$ cat config.mk
export PLATFORM = sky130hd
export DESIGN_NAME = fp_extremum_search
export DESIGN_NICKNAME = d
export VERILOG_FILES = /design/src/rtl/fp_extremum_search_pkg.sv /design/src/rtl/fp_extremum_search_fplessthan.sv /design/src/rtl/fp_extremum_search.sv
export SDC_FILE = /design/constraint.sdc
export NUM_CORES = 1
export LEC_CHECK = 0
export CORE_MARGIN = 4
export CORE_UTILIZATION = 47
export DETAILED_ROUTE_END_ITERATION = 16
export PLACE_DENSITY_LB_ADDON = 0.1
export SLEW_MARGIN = 5
export SYNTH_ARGS = -nofsm -noshare
export SYNTH_HDL_FRONTEND = slang
export SYNTH_HIERARCHICAL = 1
export SYNTH_SLANG_ARGS = --single-unit
$ cat constraint.sdc
create_clock -name clk -period 3.7 [get_ports clk]
set_input_delay 1.11 -clock clk [delete_from_list [all_inputs] [get_ports clk]]
set_output_delay 1.11 -clock clk [all_outputs]
set_load 0.03 [all_outputs]
$ cat src/rtl/fp_extremum_search_pkg.sv
// Shared definitions for the fixed-point extremum search.
//   - FSM state encodings of the search sequencer
//   - sign-bit position of a sign-magnitude word (bit N-1)
package fp_extremum_search_pkg;

  localparam logic [1:0] ST_IDLE  = 2'd0;
  localparam logic [1:0] ST_ISSUE = 2'd1;
  localparam logic [1:0] ST_DRAIN = 2'd2;
  localparam logic [1:0] ST_DONE  = 2'd3;

  localparam int FP_N_DEFAULT = 32;
  localparam int SIGN_BIT     = FP_N_DEFAULT - 1;

  // Sign-bit index for an arbitrary word width n.
  function automatic int sign_bit_idx(input int n);
    return n - 1;
  endfunction

endpackage

$ cat src/rtl/fp_extremum_search_fplessthan.sv
// fplessthan: combinational "a < b" on sign-magnitude fixed-point words.
//   Q  fractional bits (scale only; ordering does not depend on it)
//   N  word width, bit N-1 is the sign
// Ports:
//   a, b  in  N  operands
//   c     out 1  1 when a is strictly less than b
// -0 and +0 are distinct values; -0 orders below +0.
module fplessthan
  import fp_extremum_search_pkg::*;
#(
  parameter int Q = 15,
  parameter int N = 32
) (
  input  logic [N-1:0] a,
  input  logic [N-1:0] b,
  output logic         c
);

  localparam int SB = sign_bit_idx(N);

  // The binary point must sit inside the magnitude field.
  if (Q >= SB) begin : g_bad_q
    $error("fplessthan: Q must be smaller than N-1");
  end

  logic          sa;
  logic          sb;
  logic [SB-1:0] ma;
  logic [SB-1:0] mb;

  assign sa = a[SB];
  assign sb = b[SB];
  assign ma = a[SB-1:0];
  assign mb = b[SB-1:0];

  always_comb begin
    c = 1'b0;
    if (sa != sb) begin
      // Different signs: the negative operand is smaller (covers -0 < +0).
      c = sa;
    end else if (sa) begin
      // Both negative: larger magnitude is the smaller value.
      c = (ma > mb);
    end else begin
      c = (ma < mb);
    end
  end

endmodule

$ cat src/rtl/fp_extremum_search.sv
// fp_extremum_search: streams COUNT words from a 1-cycle-latency RAM through a
// single shared fplessthan comparator and returns the minimum or maximum value
// together with its offset in the streamed block.
// Ports:
//   clk, rst           clock (rising edge), asynchronous active-low reset
//   start              1-cycle request pulse, accepted only in IDLE
//   find_max           0 = minimum, 1 = maximum (latched at start)
//   base_addr, count   block start address and length (latched at start)
//   rd_en, rd_addr     RAM read strobe / address; rd_data valid one cycle later
//   rd_data            RAM read data
//   busy               search in progress
//   done               1-cycle pulse, result valid
//   empty              with done: block length was zero
//   ext_val, ext_idx   extremum value and offset, held until the next start
//   dbg_state          current FSM state
// Handshake: start is a request with no ready; it is honoured only when the
// sequencer is in IDLE and otherwise dropped. done is a single-cycle valid.
module fp_extremum_search
  import fp_extremum_search_pkg::*;
#(
  parameter int Q  = 15,
  parameter int N  = 32,
  parameter int AW = 8
) (
  input  logic          clk,
  input  logic          rst,
  input  logic          start,
  input  logic          find_max,
  input  logic [AW-1:0] base_addr,
  input  logic [AW-1:0] count,
  output logic          rd_en,
  output logic [AW-1:0] rd_addr,
  input  logic [N-1:0]  rd_data,
  output logic          busy,
  output logic          done,
  output logic          empty,
  output logic [N-1:0]  ext_val,
  output logic [AW-1:0] ext_idx,
  output logic [1:0]    dbg_state
);

  logic [1:0]    state;
  logic [1:0]    state_nxt;
  logic          max_q;
  logic [AW-1:0] base_q;
  logic [AW-1:0] count_q;
  logic [AW:0]   issue_cnt;
  logic          pipe_vld;
  logic [AW-1:0] pipe_idx;
  logic          empty_q;
  logic [N-1:0]  ext_val_q;
  logic [AW-1:0] ext_idx_q;
  logic [N-1:0]  cmp_a;
  logic [N-1:0]  cmp_b;
  logic          cmp_c;
  logic          start_ok;
  logic          last_issue;

  assign start_ok   = (state == ST_IDLE) && start;
  assign last_issue = ((issue_cnt + 1'b1) == {1'b0, count_q});

  always_comb begin
    state_nxt = state;
    case (state)
      // A zero-length search still passes through DRAIN so done always
      // arrives count+2 cycles after the accepted start.
      ST_IDLE:  if (start) state_nxt = (count == '0) ? ST_DRAIN : ST_ISSUE;
      ST_ISSUE: if (last_issue) state_nxt = ST_DRAIN;
      ST_DRAIN: state_nxt = ST_DONE;
      ST_DONE:  state_nxt = ST_IDLE;
      default:  state_nxt = ST_IDLE;
    endcase
  end

  // Min: update when new < current. Max: update when current < new.
  // Strict compare keeps the lowest index on ties in both modes.
  assign cmp_a = max_q ? ext_val_q : rd_data;
  assign cmp_b = max_q ? rd_data   : ext_val_q;

  fplessthan #(.Q(Q), .N(N)) u_cmp (
    .a (cmp_a),
    .b (cmp_b),
    .c (cmp_c)
  );

  always_ff @(posedge clk or negedge rst) begin
    if (!rst) begin
      state     <= ST_IDLE;
      max_q     <= 1'b0;
      base_q    <= '0;
      count_q   <= '0;
      issue_cnt <= '0;
      pipe_vld  <= 1'b0;
      pipe_idx  <= '0;
      empty_q   <= 1'b0;
      ext_val_q <= '0;
      ext_idx_q <= '0;
    end else begin
      state <= state_nxt;
      // Valid/index travel alongside the RAM read latency.
      pipe_vld <= (state == ST_ISSUE);
      pipe_idx <= issue_cnt[AW-1:0];
      if (start_ok) begin
        max_q     <= find_max;
        base_q    <= base_addr;
        count_q   <= count;
        issue_cnt <= '0;
        empty_q   <= (count == '0);
        ext_val_q <= '0;
        ext_idx_q <= '0;
      end else if (state == ST_ISSUE) begin
        issue_cnt <= issue_cnt + 1'b1;
      end
      // Element 0 seeds the running extremum unconditionally.
      if (pipe_vld && ((pipe_idx == '0) || cmp_c)) begin
        ext_val_q <= rd_data;
        ext_idx_q <= pipe_idx;
      end
    end
  end

  assign rd_en     = (state == ST_ISSUE);
  assign rd_addr   = base_q + issue_cnt[AW-1:0];
  assign busy      = (state == ST_ISSUE) || (state == ST_DRAIN);
  assign done      = (state == ST_DONE);
  assign empty     = done && empty_q;
  assign ext_val   = ext_val_q;
  assign ext_idx   = ext_idx_q;
  assign dbg_state = state;

endmodule
==> results of run 1 <==
-- power by group through the flow --
stage          Sequential, mW  Combinational, mW  Clock (mW)
2_1_floorplan            1.69               2.22           0
3_3_place_gp             1.40               3.64           0
3_5_place_dp             1.42               3.73           0
4_1_cts                  1.40               3.74       0.669
5_1_grt                  1.45               4.66       0.716
6_report                 1.40               4.26       0.652
-- final timing paths --
path / depth (start not counted) / slack, ns / endpoint / from
worst max-delay path: 15 / 0.06 / ext_val[15] / rd_data[27]
worst min-delay path: 2 / 0.48 / empty_q / empty_q
worst max register to register: 14 / 0.26 / ext_val[15] / max_q
worst min register to register: 2 / 0.48 / empty_q / empty_q
max in group asynchronous: 2 / 2.19 / ext_val[15] / rst
min in group asynchronous: 1 / 0.80 / ext_val[9] / rst
-- tightest hold or removal path, stage by stage, from the launching register on --
cell and delay [ns]:
sky130_fd_sc_hd__dfrtp_1 0.35, sky130_fd_sc_hd__nand2_1 0.05, sky130_fd_sc_hd__nand2_1 0.05
-- synth_stat cells, types with 3 or more instances --
cell type / count / area (sq um)
sky130_fd_sc_hd__clkbuf_1: 25 / 93.8
sky130_fd_sc_hd__nand2_1: 152 / 571
sky130_fd_sc_hd__nor2_1: 22 / 82.6
sky130_fd_sc_hd__nand3_1: 7 / 35.0
sky130_fd_sc_hd__o21ai_0: 54 / 270
sky130_fd_sc_hd__inv_1: 43 / 161
sky130_fd_sc_hd__mux2_2: 65 / 732
sky130_fd_sc_hd__xor2_1: 7 / 61.3
sky130_fd_sc_hd__ha_1: 44 / 551
sky130_fd_sc_hd__nand4_1: 8 / 50.1
sky130_fd_sc_hd__dfrtp_1: 78 / 1950
sky130_fd_sc_hd__and3_1: 3 / 18.8
sky130_fd_sc_hd__xnor2_1: 13 / 114
sky130_fd_sc_hd__or3_1: 4 / 25.0
sky130_fd_sc_hd__a21oi_1: 17 / 85.1
-- kinds of logic after synthesis --
group                    count (synthesis)
adder cells (fa/ha/maj)                 45
multiplexers                            67
AO/OA/AOI/OAI                           89
buffers and inverters                   72
AND/OR/NAND/NOR                        213
XOR/XNOR                                20
flip-flops                              78
-- flip-flops by register name, indices dropped and copies added (netlist names) --
register and flops:
ext_val 32, issue_cnt 9, base_q 8, count_q 8, ext_idx 8, max_q 1
empty_q 1, pipe_idx 8, dbg_state 2, pipe_vld 1
-- through the flow --
stage                     cell area (sq um)  worst slack, ns
final                                  6960           0.0607
after global routing                   6960          -0.0661
after CTS                              6650           0.0194
after detailed placement               6460           -0.385
after global placement                 6460           -0.289
after floorplan                        5150            0.229
-- what timing repair did --
item,in CTS,in global routing
hold buffers,0,0
setup endpoints to repair,7,43
cloned,0,8
pin swaps,1,9
buffers inserted,0,2
gates resized for setup,3,36
-- layout make-up --
type	count	area, sq um
Fill cell	875	3550
Inverter	43	161
Clock buffer	10	138
Timing Repair Buffer	135	1460
Tap cell	136	170
Multi-Input combinational cell	434	3030
Sequential cell	78	1950
Clock inverter	5	60.1
-- metal layers --
| metal | wire (um) | global-route usage [%] |
|---|---|---|
| met2 | 6690 | 34.8 |
| met1 | 4990 | 21.8 |
| met5 | 0 | 0 |
| met4 | 192 | 4.57 |
| met3 | 737 | 4.47 |
==> results summary, run 1 <==
The number of violations of the max-capacitance limit is 0. The number of enable flip-flop cells after synthesis is 0. The switching power came out at roughly 2.8 mW. The number of hold violations in the final report came to 0. The number of nets handed over by synthesis was 681. In this run the tightest slew margin relative to its limit is 51.0%. Hold is met by 0.480 ns. From synthesis to final layout, the design area changed by 35.2%. The clock tree from TritonCTS is built. The signal arrival time at the worst endpoint came out at around 3.9 ns. The later-pin clock latency in the skew report is 0.36 ns. The post-route non-filler standard cell count came out at 841. The clock-pin slew of the registers on the worst-case setup and hold paths is roughly 0.08 ns. Counting stages on the worst path, the most repeated cell is sky130_fd_sc_hd__a21oi_2. The number of library cell types mapped by synthesis came out at 45. The share of the clock period used by the worst path after layout came out at 98.4%. Of the total synthesized cell area, the portion taken by full adders, half adders and majority gates is between 10% and 20%. The worst setup path is of the input pin to flip-flop kind.

The clock tree skew after final layout is 0.0127 ns. The xor and xnor area share after synthesis came out at 3.40%. The aggregate global routing overflow came out at 0. Counting the buffers created by CTS gives 9. The number of buffers inserted by port buffering came out at approximately 110. The routed design has about 13 mm of wire. The weighted congestion at the end of routability-driven global placement came out at about 0.88. The fmax is 0.275 GHz. The top-level port count is 106.

Cells with a size suffix above 1 make up a little under a fifth of the layout. The number of antenna violations at the first check in global routing is 0. The portion of synthesized area spent on multiplexers is 14.6%. The most used flip-flop cell after synthesis is sky130_fd_sc_hd__dfrtp_1. The maximum buffer depth of the clock tree is 2.

The worst setup path is launched from an input pin. The remaining routing DRC violations came out at 0. STA classifies the critical path endpoint as a flip-flop. The starting density of the core is 49.0%. Synthesis produced a netlist whose cell count is 584. The part of the total power dissipated in sequential elements is 22.2%.

The reported leakage power is 3.22 nW. By area, the combinational part of the netlist is dominated by simple AND/OR/NAND/NOR gates. In the final routed layout, each cell accounts on average for between 10 and 15 um. Walking the worst path, the cells encountered are clkdlybuf4s50_1 -> mux2_2 -> ha_4 -> nand4_4 -> nor4_4 -> buf_4 -> nand2_1 -> a21oi_2 -> a22oi_2 -> o22ai_2 -> a21oi_2 -> nor2b_4 -> buf_12 -> clkbuf_16 -> o21ai_0. The cell total after placement is 816.

The endpoint required time on the critical path is 3.93 ns. For this run, the register share of the synthesized area comes to ~38%. In this run the number of H-tree levels came out at 3.

After Yosys synthesis, and, or, nand and nor cells account for 17.8% of the synthesized area. The library cell used most frequently in the layout, excluding fill and tap cells, is sky130_fd_sc_hd__nand2_1. Counting both buffers and inverters, the worst setup path holds a total of 4. Across all layers, the routed design uses 4469 vias.

The power density relative to cell area is approximately 910 nW/um^2. The cell family contributing the most delay on the critical path is buffers and inverters. In this run the cell area of the synthesized design comes to 5150 sq um. After routing, the total negative slack on setup checks comes to 0 ns.

The slowest stage of the critical path belongs to the cell sky130_fd_sc_hd__clkdlybuf4s50_1. The detailed-router iteration count before antenna repair is 5. The flow ran to the end, and the final reports show no timing, DRC or antenna violations.

The clock sink total is 78. The final HPWL from detailed placement is 8.47 mm. In the layout the commonest cells are 151 x sky130_fd_sc_hd__nand2_1, 89 x sky130_fd_sc_hd__clkdlybuf4s50_1, 77 x sky130_fd_sc_hd__dfrtp_1. The floorplan has 37 rows. The synthesized netlist devotes 9.91% of its cell area to compound gates.

The total power of the final layout is 6.31 mW. The average instance in the mapped netlist occupies ~9 sq um. The synthesized design contains 78 register bits. The final design utilization is around 66%. The number of nets still failing antenna checks after routing came out at 0. The final antenna diode count came out at 0. The die boundary width is 113 um. The global-route wire length before repair came out at 19.9 mm.

The via count normalized by instance count is ~5.3. The count of routing violations after the opening detailed-route iteration is around 230. The number of max-slew violations in the final report was 0. The via count of the first global-routing pass is 4356. The actual slew at the worst max-slew pin is around 0.74 ns. The overall die height came out at 113 um. The region available for standard cell placement spans between 10000 and 15000 sq um. On the worst path, the slowest cell contributes a delay of about 0.46 ns.

The clock group share of total power came out at between 10% and 20%. The fraction of synthesis flops using an asynchronous set or reset pin is 100%. CTS placed an instance of sky130_fd_sc_hd__clkbuf_8 at the clock tree root.

The maximum vdd drop came out at 0.000445 V. The synthesis warning total came out at 6. The setup-violating endpoint count in the final report is 0. The worst min-delay path category is flip-flop to flip-flop. Net switching is 44.4% of the power. The internal power summed over all cells came out at 3.51 mW. The global-route total usage across every layer came out at 18.8%.

The relative contribution of combinational cells to total power came out at 67.5%. The time the final worst path needs with I/O delays and setup came out at 3.64 ns. Entering global routing, the biggest net connects 57 pins. The net count of the finished layout is around 800. The floorplan step defined a die boundary enclosing 12700 sq um. The highest net fanout along the worst path is 18.
(Power assumes the default switching activity.)
==> run 2, diff against run 1 <==
--- a/config.mk
+++ b/config.mk
@@ -5,11 +5,12 @@
 export SDC_FILE = /design/constraint.sdc
 export NUM_CORES = 1
 export LEC_CHECK = 0
+export CAP_MARGIN = 20
 export CORE_MARGIN = 4
 export CORE_UTILIZATION = 47
 export DETAILED_ROUTE_END_ITERATION = 16
 export PLACE_DENSITY_LB_ADDON = 0.1
-export SLEW_MARGIN = 5
+export SLEW_MARGIN = 10
 export SYNTH_ARGS = -nofsm -noshare
 export SYNTH_HDL_FRONTEND = slang
 export SYNTH_HIERARCHICAL = 1
==> results of run 2 <==
No change in the layout: final DEF, timing and power equal those of run 1.
